## src/rtl/uart_tx_serializer.sv

```systemverilog
// uart_tx_serializer
// ------------------
// UART transmit framer. A single-cycle DATA_VALID strobe in IDLE captures one
// parallel word plus its frame options. The word then goes out on TX_OUT as
//   start(0), WIDTH data bits LSB-first, optional parity, stop(1).
// Each bit is held for P CLK cycles, where P is the prescale captured with the
// word (a prescale of 0 is treated as 1).
//
// Ports
//   CLK         TX domain clock
//   RST         synchronous active-low reset, sampled on posedge CLK
//   P_DATA      parallel word, sampled when DATA_VALID=1 in IDLE
//   DATA_VALID  one-cycle strobe; ignored while a frame is in progress
//   PAR_EN      1 = append a parity bit
//   PAR_TYP     0 = even parity, 1 = odd parity
//   prescale    CLK cycles per serial bit (1..63, 0 -> 1)
//   TX_OUT      serial line, registered, idles high
//   Busy        registered, high for exactly P*(2+WIDTH+PAR_EN) cycles per frame
module uart_tx_serializer #(
  parameter int WIDTH = 8
) (
  input  logic             CLK,
  input  logic             RST,
  input  logic [WIDTH-1:0] P_DATA,
  input  logic             DATA_VALID,
  input  logic             PAR_EN,
  input  logic             PAR_TYP,
  input  logic [5:0]       prescale,
  output logic             TX_OUT,
  output logic             Busy
);

  localparam int BCW = (WIDTH > 1) ? $clog2(WIDTH) : 1;
  localparam logic [BCW-1:0] LAST_BIT = BCW'(WIDTH - 1);

  typedef enum logic [2:0] {
    IDLE   = 3'd0,
    START  = 3'd1,
    DATA   = 3'd2,
    PARITY = 3'd3,
    STOP   = 3'd4
  } state_t;

  state_t           state;
  logic [WIDTH-1:0] data_q;     // captured word, frozen for the whole frame
  logic [BCW-1:0]   bit_cnt;    // index of the data bit currently on the line
  logic [5:0]       edge_cnt;   // cycles elapsed within the current bit, 0..P-1
  logic [5:0]       presc_q;    // captured P, never 0
  logic             par_en_q;
  logic             par_bit;    // parity value precomputed at capture time
  logic             bit_end;

  // Last cycle of the current serial bit. presc_q is never 0, so P-1 cannot wrap.
  assign bit_end = (edge_cnt == (presc_q - 6'd1));

  // TX_OUT is always loaded with the value of the bit being entered, so the
  // line changes on the same edge as the state and no output decode is needed.
  always_ff @(posedge CLK) begin
    if (!RST) begin
      state    <= IDLE;
      TX_OUT   <= 1'b1;
      Busy     <= 1'b0;
      data_q   <= '0;
      bit_cnt  <= '0;
      edge_cnt <= '0;
      presc_q  <= 6'd1;
      par_en_q <= 1'b0;
      par_bit  <= 1'b0;
    end else begin
      case (state)
        IDLE: begin
          TX_OUT   <= 1'b1;
          Busy     <= 1'b0;
          edge_cnt <= '0;
          bit_cnt  <= '0;
          if (DATA_VALID) begin
            data_q   <= P_DATA;
            par_en_q <= PAR_EN;
            // even: XOR of the data; odd: its inverse
            par_bit  <= (^P_DATA) ^ PAR_TYP;
            presc_q  <= (prescale == 6'd0) ? 6'd1 : prescale;
            TX_OUT   <= 1'b0;
            Busy     <= 1'b1;
            state    <= START;
          end
        end

        START: begin
          if (bit_end) begin
            edge_cnt <= '0;
            bit_cnt  <= '0;
            TX_OUT   <= data_q[0];
            state    <= DATA;
          end else begin
            edge_cnt <= edge_cnt + 6'd1;
          end
        end

        DATA: begin
          if (bit_end) begin
            edge_cnt <= '0;
            if (bit_cnt == LAST_BIT) begin
              if (par_en_q) begin
                TX_OUT <= par_bit;
                state  <= PARITY;
              end else begin
                TX_OUT <= 1'b1;
                state  <= STOP;
              end
            end else begin
              // bit_cnt < LAST_BIT here, so the next index stays in range
              bit_cnt <= bit_cnt + BCW'(1);
              TX_OUT  <= data_q[bit_cnt + BCW'(1)];
            end
          end else begin
            edge_cnt <= edge_cnt + 6'd1;
          end
        end

        PARITY: begin
          if (bit_end) begin
            edge_cnt <= '0;
            TX_OUT   <= 1'b1;
            state    <= STOP;
          end else begin
            edge_cnt <= edge_cnt + 6'd1;
          end
        end

        STOP: begin
          if (bit_end) begin
            // Busy falls on the edge that enters IDLE; a strobe seen in the
            // first IDLE cycle starts the next frame after one idle-high cycle.
            edge_cnt <= '0;
            TX_OUT   <= 1'b1;
            Busy     <= 1'b0;
            state    <= IDLE;
          end else begin
            edge_cnt <= edge_cnt + 6'd1;
          end
        end

        default: begin
          TX_OUT <= 1'b1;
          Busy   <= 1'b0;
          state  <= IDLE;
        end
      endcase
    end
  end

endmodule

```

## config.mk

```make
export PLATFORM = sky130hd
export DESIGN_NAME = uart_tx_serializer
export DESIGN_NICKNAME = d
export VERILOG_FILES = /design/src/rtl/uart_tx_serializer.sv
export SDC_FILE = /design/constraint.sdc
export NUM_CORES = 1
export LEC_CHECK = 0
export BUFFER_PORTS_ARGS = -buffer_cell sky130_fd_sc_hd__buf_4
export CORE_ASPECT_RATIO = 0.75
export CORE_MARGIN = 5
export CORE_UTILIZATION = 37
export DETAILED_ROUTE_END_ITERATION = 6
export SYNTH_ARGS = -nofsm -noshare
export SYNTH_HDL_FRONTEND = slang
export SYNTH_SLANG_ARGS = --single-unit
```

## constraint.sdc

```tcl
create_clock -name CLK -period 3.9 [get_ports CLK]
set_input_delay 0 -clock CLK [delete_from_list [all_inputs] [get_ports CLK]]
set_output_delay 0 -clock CLK [all_outputs]
set_load 0.03 [all_outputs]
```

### Yosys cells after proc, flatten, opt, wreduce, memory -nomap -nowiden

Cells that the tools add are included.

| cells by class | value |
|---|---|
| $add $sub $neg | 3 |
| order comparisons | 1 |
| equality and inequality tests | 14 |
| muxes and demuxes | 26 |
| bitwise gates (word level) | 2 |
| reduce and logical (&&, ||, !) cells | 13 |

Operators by type and width:

| cell | number |
|---|---|
| 2-to-1 mux 3 bit | 9 |
| case mux 3 bit (5 select lines) | 1 |
| != test 2 bit, second input constant | 7 |
| 2-to-1 mux 6 bit | 2 |
| case mux 6 bit (2 select lines) | 1 |
| 2-to-1 mux 1 bit | 9 |
| case mux 3 bit (3 select lines) | 1 |
| XOR reduction 8 bit | 1 |
| adder 6 x 1 -> 6 bit, second input constant | 1 |
| == test 3 x 2 -> 1 bit, second input constant | 2 |
| == test 3 bit, second input constant | 2 |
| == test 6 bit | 1 |
| logical NOT 6 bit | 1 |
| AND reduction 6 bit | 1 |
| subtractor 6 x 1 -> 6 bit, second input constant | 1 |
| less-than comparator 3 x 4 -> 1 bit, second input constant | 1 |
| case mux 1 bit (4 select lines) | 1 |
| AND reduction 2 bit | 2 |
| AND reduction 4 bit | 1 |
| OR reduction 4 bit | 1 |
| adder 3 x 1 -> 3 bit, second input constant | 1 |
| binary-select mux 1 bit (select 3 bit) | 1 |
| == test 3 x 1 -> 1 bit, second input constant | 1 |
| logical NOT 3 bit | 1 |
| other kinds (9) | 9 |

| storage, ports and cells | value |
|---|---|
| flip-flop bits (word level) | 30 |
| input port bits | 19 |
| output and inout bits | 2 |
| logic and storage cells | 68 |

### Logic depth before layout (Yosys ltp)

| depth | value |
|---|---|
| depth after elaboration | 6 |
| depth in mapped cells | 7 |
| mapped depth without buffers | 7 |

### Worst setup path before layout

Ideal clock, no wire load.

| timing | value |
|---|---|
| path type | register to register |
| start point | reg bit_cnt[0] |
| end point | reg TX_OUT |
| setup time | 0.121 ns |
| arrival | 1.644 ns |
| data required time | 3.779 ns |
| setup slack | 2.135 ns |
| cell stages (with the launch flop) | 6 |
| buffers on the path | 0 |
| clock period less this slack | 1.765 ns |
| cells stage by stage | dfxtp_1 > ha_1 > mux4_2 > mux2_2 > a31oi_1 > mux2i_1 |

| on the way | value |
|---|---|
| longest elaborated chain between the ends | 6 |
| elaborated cells between the ends (all ways) | 7 |
| those cells by class | add/sub: 1; eq/ne: 1; mux: 5 |

Ends and longest elaborated chain:

| what | line | text |
|---|---|---|
| start, declared | 46 | `logic [BCW-1:0] bit_cnt;` |
| start signal, assigned | 112 | `bit_cnt <= bit_cnt + BCW'(1);` |
| adder 3 x 1 -> 3 bit | 113 | `TX_OUT <= data_q[bit_cnt + BCW'(1)];` |
| binary-select mux 1 bit (select 3 bit) | 113 |  |
| 2-to-1 mux 1 bit (not written as such) | 113 |  |
| 2-to-1 mux 1 bit * | 102 | `if (bit_cnt == LAST_BIT) begin` |
| 2-to-1 mux 1 bit * | 100 | `if (bit_end) begin` |
| case mux 1 bit (4 select lines) * | 70 | `case (state)` |
| end signal, assigned | 92 | `TX_OUT <= data_q[0];` |
| end signal, assigned | 104 | `TX_OUT <= par_bit;` |
| end signal, assigned | 113 |  |
| end, declared | 29 | `output logic TX_OUT,` |

Every way passes the cells marked *; elsewhere a longest branch is shown, timed or not. The select of a mux whose other input is x is not followed.
A chain may end at the register's enable or synchronous reset.

### Worst setup path in the final report

| timing | value |
|---|---|
| start point | reg presc_q[0] |
| end point | reg state[1] |

| on the way | value |
|---|---|
| longest elaborated chain between the ends | 4 |
| elaborated cells between the ends (all ways) | 7 |
| those cells by class | add/sub: 1; eq/ne: 5; reduce/logical: 1 |

Ends and longest elaborated chain:

| what | line | text |
|---|---|---|
| start, declared | 48 | `logic [5:0] presc_q;` |
| start signal, assigned | 81 | `presc_q <= (prescale == 6'd0) ? 6'd1 : prescale;` |
| subtractor 6 x 1 -> 6 bit * | 54 | `assign bit_end = (edge_cnt == (presc_q - 6'd1));` |
| == test 6 bit * | 54 |  |
| != test 2 bit (no source line) | - |  |
| AND reduction 6 bit (no source line) * | - |  |
| end signal, assigned | 60 | `state <= IDLE;` |
| end signal, assigned | 84 | `state <= START;` |
| end signal, assigned | 93 | `state <= DATA;` |
| end, declared | 44 | `state_t state;` |

Every way passes the cells marked *; elsewhere a longest branch is shown, timed or not.

==> impl_metrics.json <==
{
  "status": "completed",
  "r2r_setup_slack_ns": 2.00,
  "grt_pass1_vias": 1534,
  "cp_slowest_cell": "dfxtp_1",
  "gp_congestion": 0.744,
  "drtIter0Drc": 112,
  "slew_headroom_pct": 63.2,
  "dp_hpwl_microns": 2970,
  "slew_viol_final": 0,
  "n_antenna_cell": 0,
  "min_from": "RST",
  "port_buffers": 20,
  "final_nets": 271,
  "grt_util_all_layers_pct": 14.0,
  "synth.area.mux_share_pct": 5.26,
  "cts_sinks": 30,
  "r2r_end": "state[1]",
  "seqCellArea_sq_um": 601,
  "clockBufferDepth": 2,
  "coreArea_sq_mm": 0.00484,
  "synth_ff_type": "dfxtp_1",
  "crit_path_end": "state[1]",
  "setup_viol": 0,
  "core.rowCount": 22,
  "die-area_sq_mm": 0.00647,
  "hp-class": "in -> reg",
  "seq_area_frac_synth_pct": 32.8,
  "slowest_delay_ns": 0.38,
  "routedWlPerCell_microns": 13.8,
  "fp.dieW_microns": 91.2,
  "root_buffer": "clkbuf_8",
  "synth_cells": 216,
  "grt_first_pass_wirelength_microns": 7270,
  "wirelength_microns": 4260,
  "insertion_delay_ns": 0.29,
  "drtPass1Iterations": 4,
  "syn_to_final_growth_pct": 22.5,
  "drv_cap": 0,
  "grt_setup_unrepaired": "no",
  "htree_levels": 2,
  "synth_top_area_share_pct": 32.8,
  "synth.largest_area_cell": "dfxtp_1",
  "ios": 21,
  "synth-edff-count": 0,
  "end_kind": "register",
  "start_util_pct": 37.8,
  "timing.final.crit_share_pct": 48.7,
  "die_h_microns": 70.9,
  "avgSynthCellArea_sq_um": 8.48,
  "worst_clock_skew_ns": 0.00520,
  "cts_tree": "yes",
  "synthAdderAreaFrac_pct": 2.73,
  "place_ws_ns": 2.02,
  "period_minus_slack_ns": 1.90,
  "setup_tns_ns": 0,
  "yosys.area_share.simple_pct": 25.0,
  "p_leak_nw": 0.849,
  "numCtsBuffers": 5,
  "drive_above_1_share_pct": 16.5,
  "cp_max_fo": 6,
  "grt_overflow": 0,
  "rr_worst_depth": 7,
  "drt-vias-per-instance": 5.12,
  "fmax_ghz": 0.526,
  "synth_area_sq_mm": 0.00183,
  "fillers": 464,
  "finalHoldViolations": 0,
  "tightest_slew_ns": 0.551,
  "crit_start": "presc_q[0]",
  "worstReg2RegStart": "presc_q[0]",
  "path_clk_slew_ns": 0.07,
  "grt_max_degree": 33,
  "syn-num-nets": 239,
  "ys_async_sr_fraction_pct": 0,
  "antenna_found_initial": 0,
  "ys_types": 47,
  "ir_drop_uv": 189,
  "ys_ff_latch": 30,
  "antenna_left": 0,
  "cp.arrival_ns": 2.08,
  "path_class": "reg -> reg",
  "synthXorXnorAreaFrac_pct": 7.10,
  "drc": 0,
  "multiInputGateArea_sq_mm": 0.00117,
  "synth_compound_area_share_pct": 23.8,
  "cp_data_required_time_ns": 4.08,
  "power_density_mw_per_mm2": 395,
  "cts.repair.resized": 0,
  "finalWorstSetupSlack_ns": 2.00,
  "synth_top_family_by_area": "simple AND/OR/NAND/NOR gates",
  "crit_path_start_kind": "register",
  "yosysWarnings": 0,
  "cp_cell_sequence": "inv_1, ha_1, nand2b_1, o211a_1, o31ai_4, nand3_1, a32o_1",
  "vias": 1577,
  "synth_area_leaders": "dfxtp_1 (33%), nand2_1 (8.4%), a21boi_0 (7.8%), xnor2_1 (4.8%), nand3_1 (3.3%)"
}
## what timing repair did
item                                   CTS  global route
setup buffers                            0             0
hold buffers                            15             0
endpoints found under the hold margin   15             0
## cell usage in the layout (no fill, tap or decap), types with 2 or more instances in the layout
cell type / n
a21boi_0: 19
a21oi_1: 5
a31oi_1: 3
buf_4: 20
clkbuf_8: 5
clkinv_2: 2
dfxtp_1: 30
dlygate4sd3_1: 15
ha_1: 4
inv_1: 5
mux2i_1: 4
mux4_2: 2
nand2_1: 41
nand2b_1: 5
nand3_1: 12
nand4_1: 2
nor2_1: 8
nor2b_1: 3
nor3_1: 3
nor3b_1: 5
o211ai_1: 3
o21a_1: 3
o21ai_0: 8
o221ai_1: 2
o31ai_1: 2
or2_2: 2
or3_1: 2
xnor2_1: 10
xor2_1: 3
## state kept, by name, indices dropped and copies added, names as in the netlist
register / count
Busy: 1
TX_OUT: 1
bit_cnt: 3
data_q: 8
edge_cnt: 6
par_bit: 1
par_en_q: 1
presc_q: 6
state: 3
## through the flow
stage	std cells	instance area (sq um)	hold slack, ns	total power [mW]	util (%)
floorplan	216	1830	0.145	0.572	-
global placement	286	2020	0.268	0.639	41.6
global route	308	2240	0.102	0.935	46.3
finish	308	2240	0.0828	0.886	46.3
CTS	308	2240	0.0744	0.894	46.3
detailed placement	286	2020	0.270	0.638	41.6
## critical path: cells and delay by family, from the launching register on
kind                     cells  cell delay (ns)
buffers and inverters        1             0.09
adder cells (fa/ha/maj)      1             0.25
flip-flops                   1             0.38
AND/OR/NAND/NOR              2             0.31
AO/OA/AOI/OAI                3             0.79
## layer usage
layer  up-vias  track usage, %  wire length [microns]
li1        830               -                      -
met1       707            19.4                   2220
met2        36            20.5                   1780
met3         4            4.57                    218
met4         0            4.40                     35
met5         -               0                      0
## report_power, final
| part | internal (mW) | leakage (nW) | switching [mW] | total (mW) |
|---|---|---|---|---|
| clock | 0.120 | 0.0438 | 0.124 | 0.243 |
| sequential | 0.334 | 0.245 | 0.0327 | 0.366 |
| combinational | 0.124 | 0.560 | 0.153 | 0.276 |
| total | 0.577 | 0.849 | 0.309 | 0.886 |
## area by class of cell
cell class	count	area share, %
Timing Repair Buffer	35	13.4
Inverter	5	0.836
Tap cell	60	3.34
Clock inverter	2	0.446
Clock buffer	5	3.07
Sequential cell	30	26.8
Multi-Input combinational cell	171	52.2
## Yosys cell counts, types with 2 or more instances
library cell  instances
a21oi_1               5
or3_1                 2
nor2_1                8
o21ai_0               8
mux4_2                2
o211ai_1              3
xor2_1                3
ha_1                  4
xnor2_1              10
nand2b_1              5
o21a_1                3
mux2i_1               4
a31oi_1               3
a21boi_0             19
inv_1                 5
nand2_1              41
dfxtp_1              30
nor2b_1               3
nor3_1                3
o31ai_1               2
o221ai_1              2
buf_2                 3
nor3b_1               5
clkbuf_1              7
nand3_1              12
nand4_1               2
or2_2                 2
## worst min-delay path by stage
stage	endpoint	cells after the start
global route	presc_q[0]	2
detailed placement	par_en_q	3
CTS	presc_q[0]	2
floorplan	data_q[0]	2
finish	presc_q[0]	2
global placement	par_en_q	3
## logic make-up after synthesis
group,count (synthesis)
simple gates,90
flops,30
compound gates,56
xor+xnor,14
fa+ha+maj,4
buf+inv,15
mux,7
(Power assumes the default switching activity.)
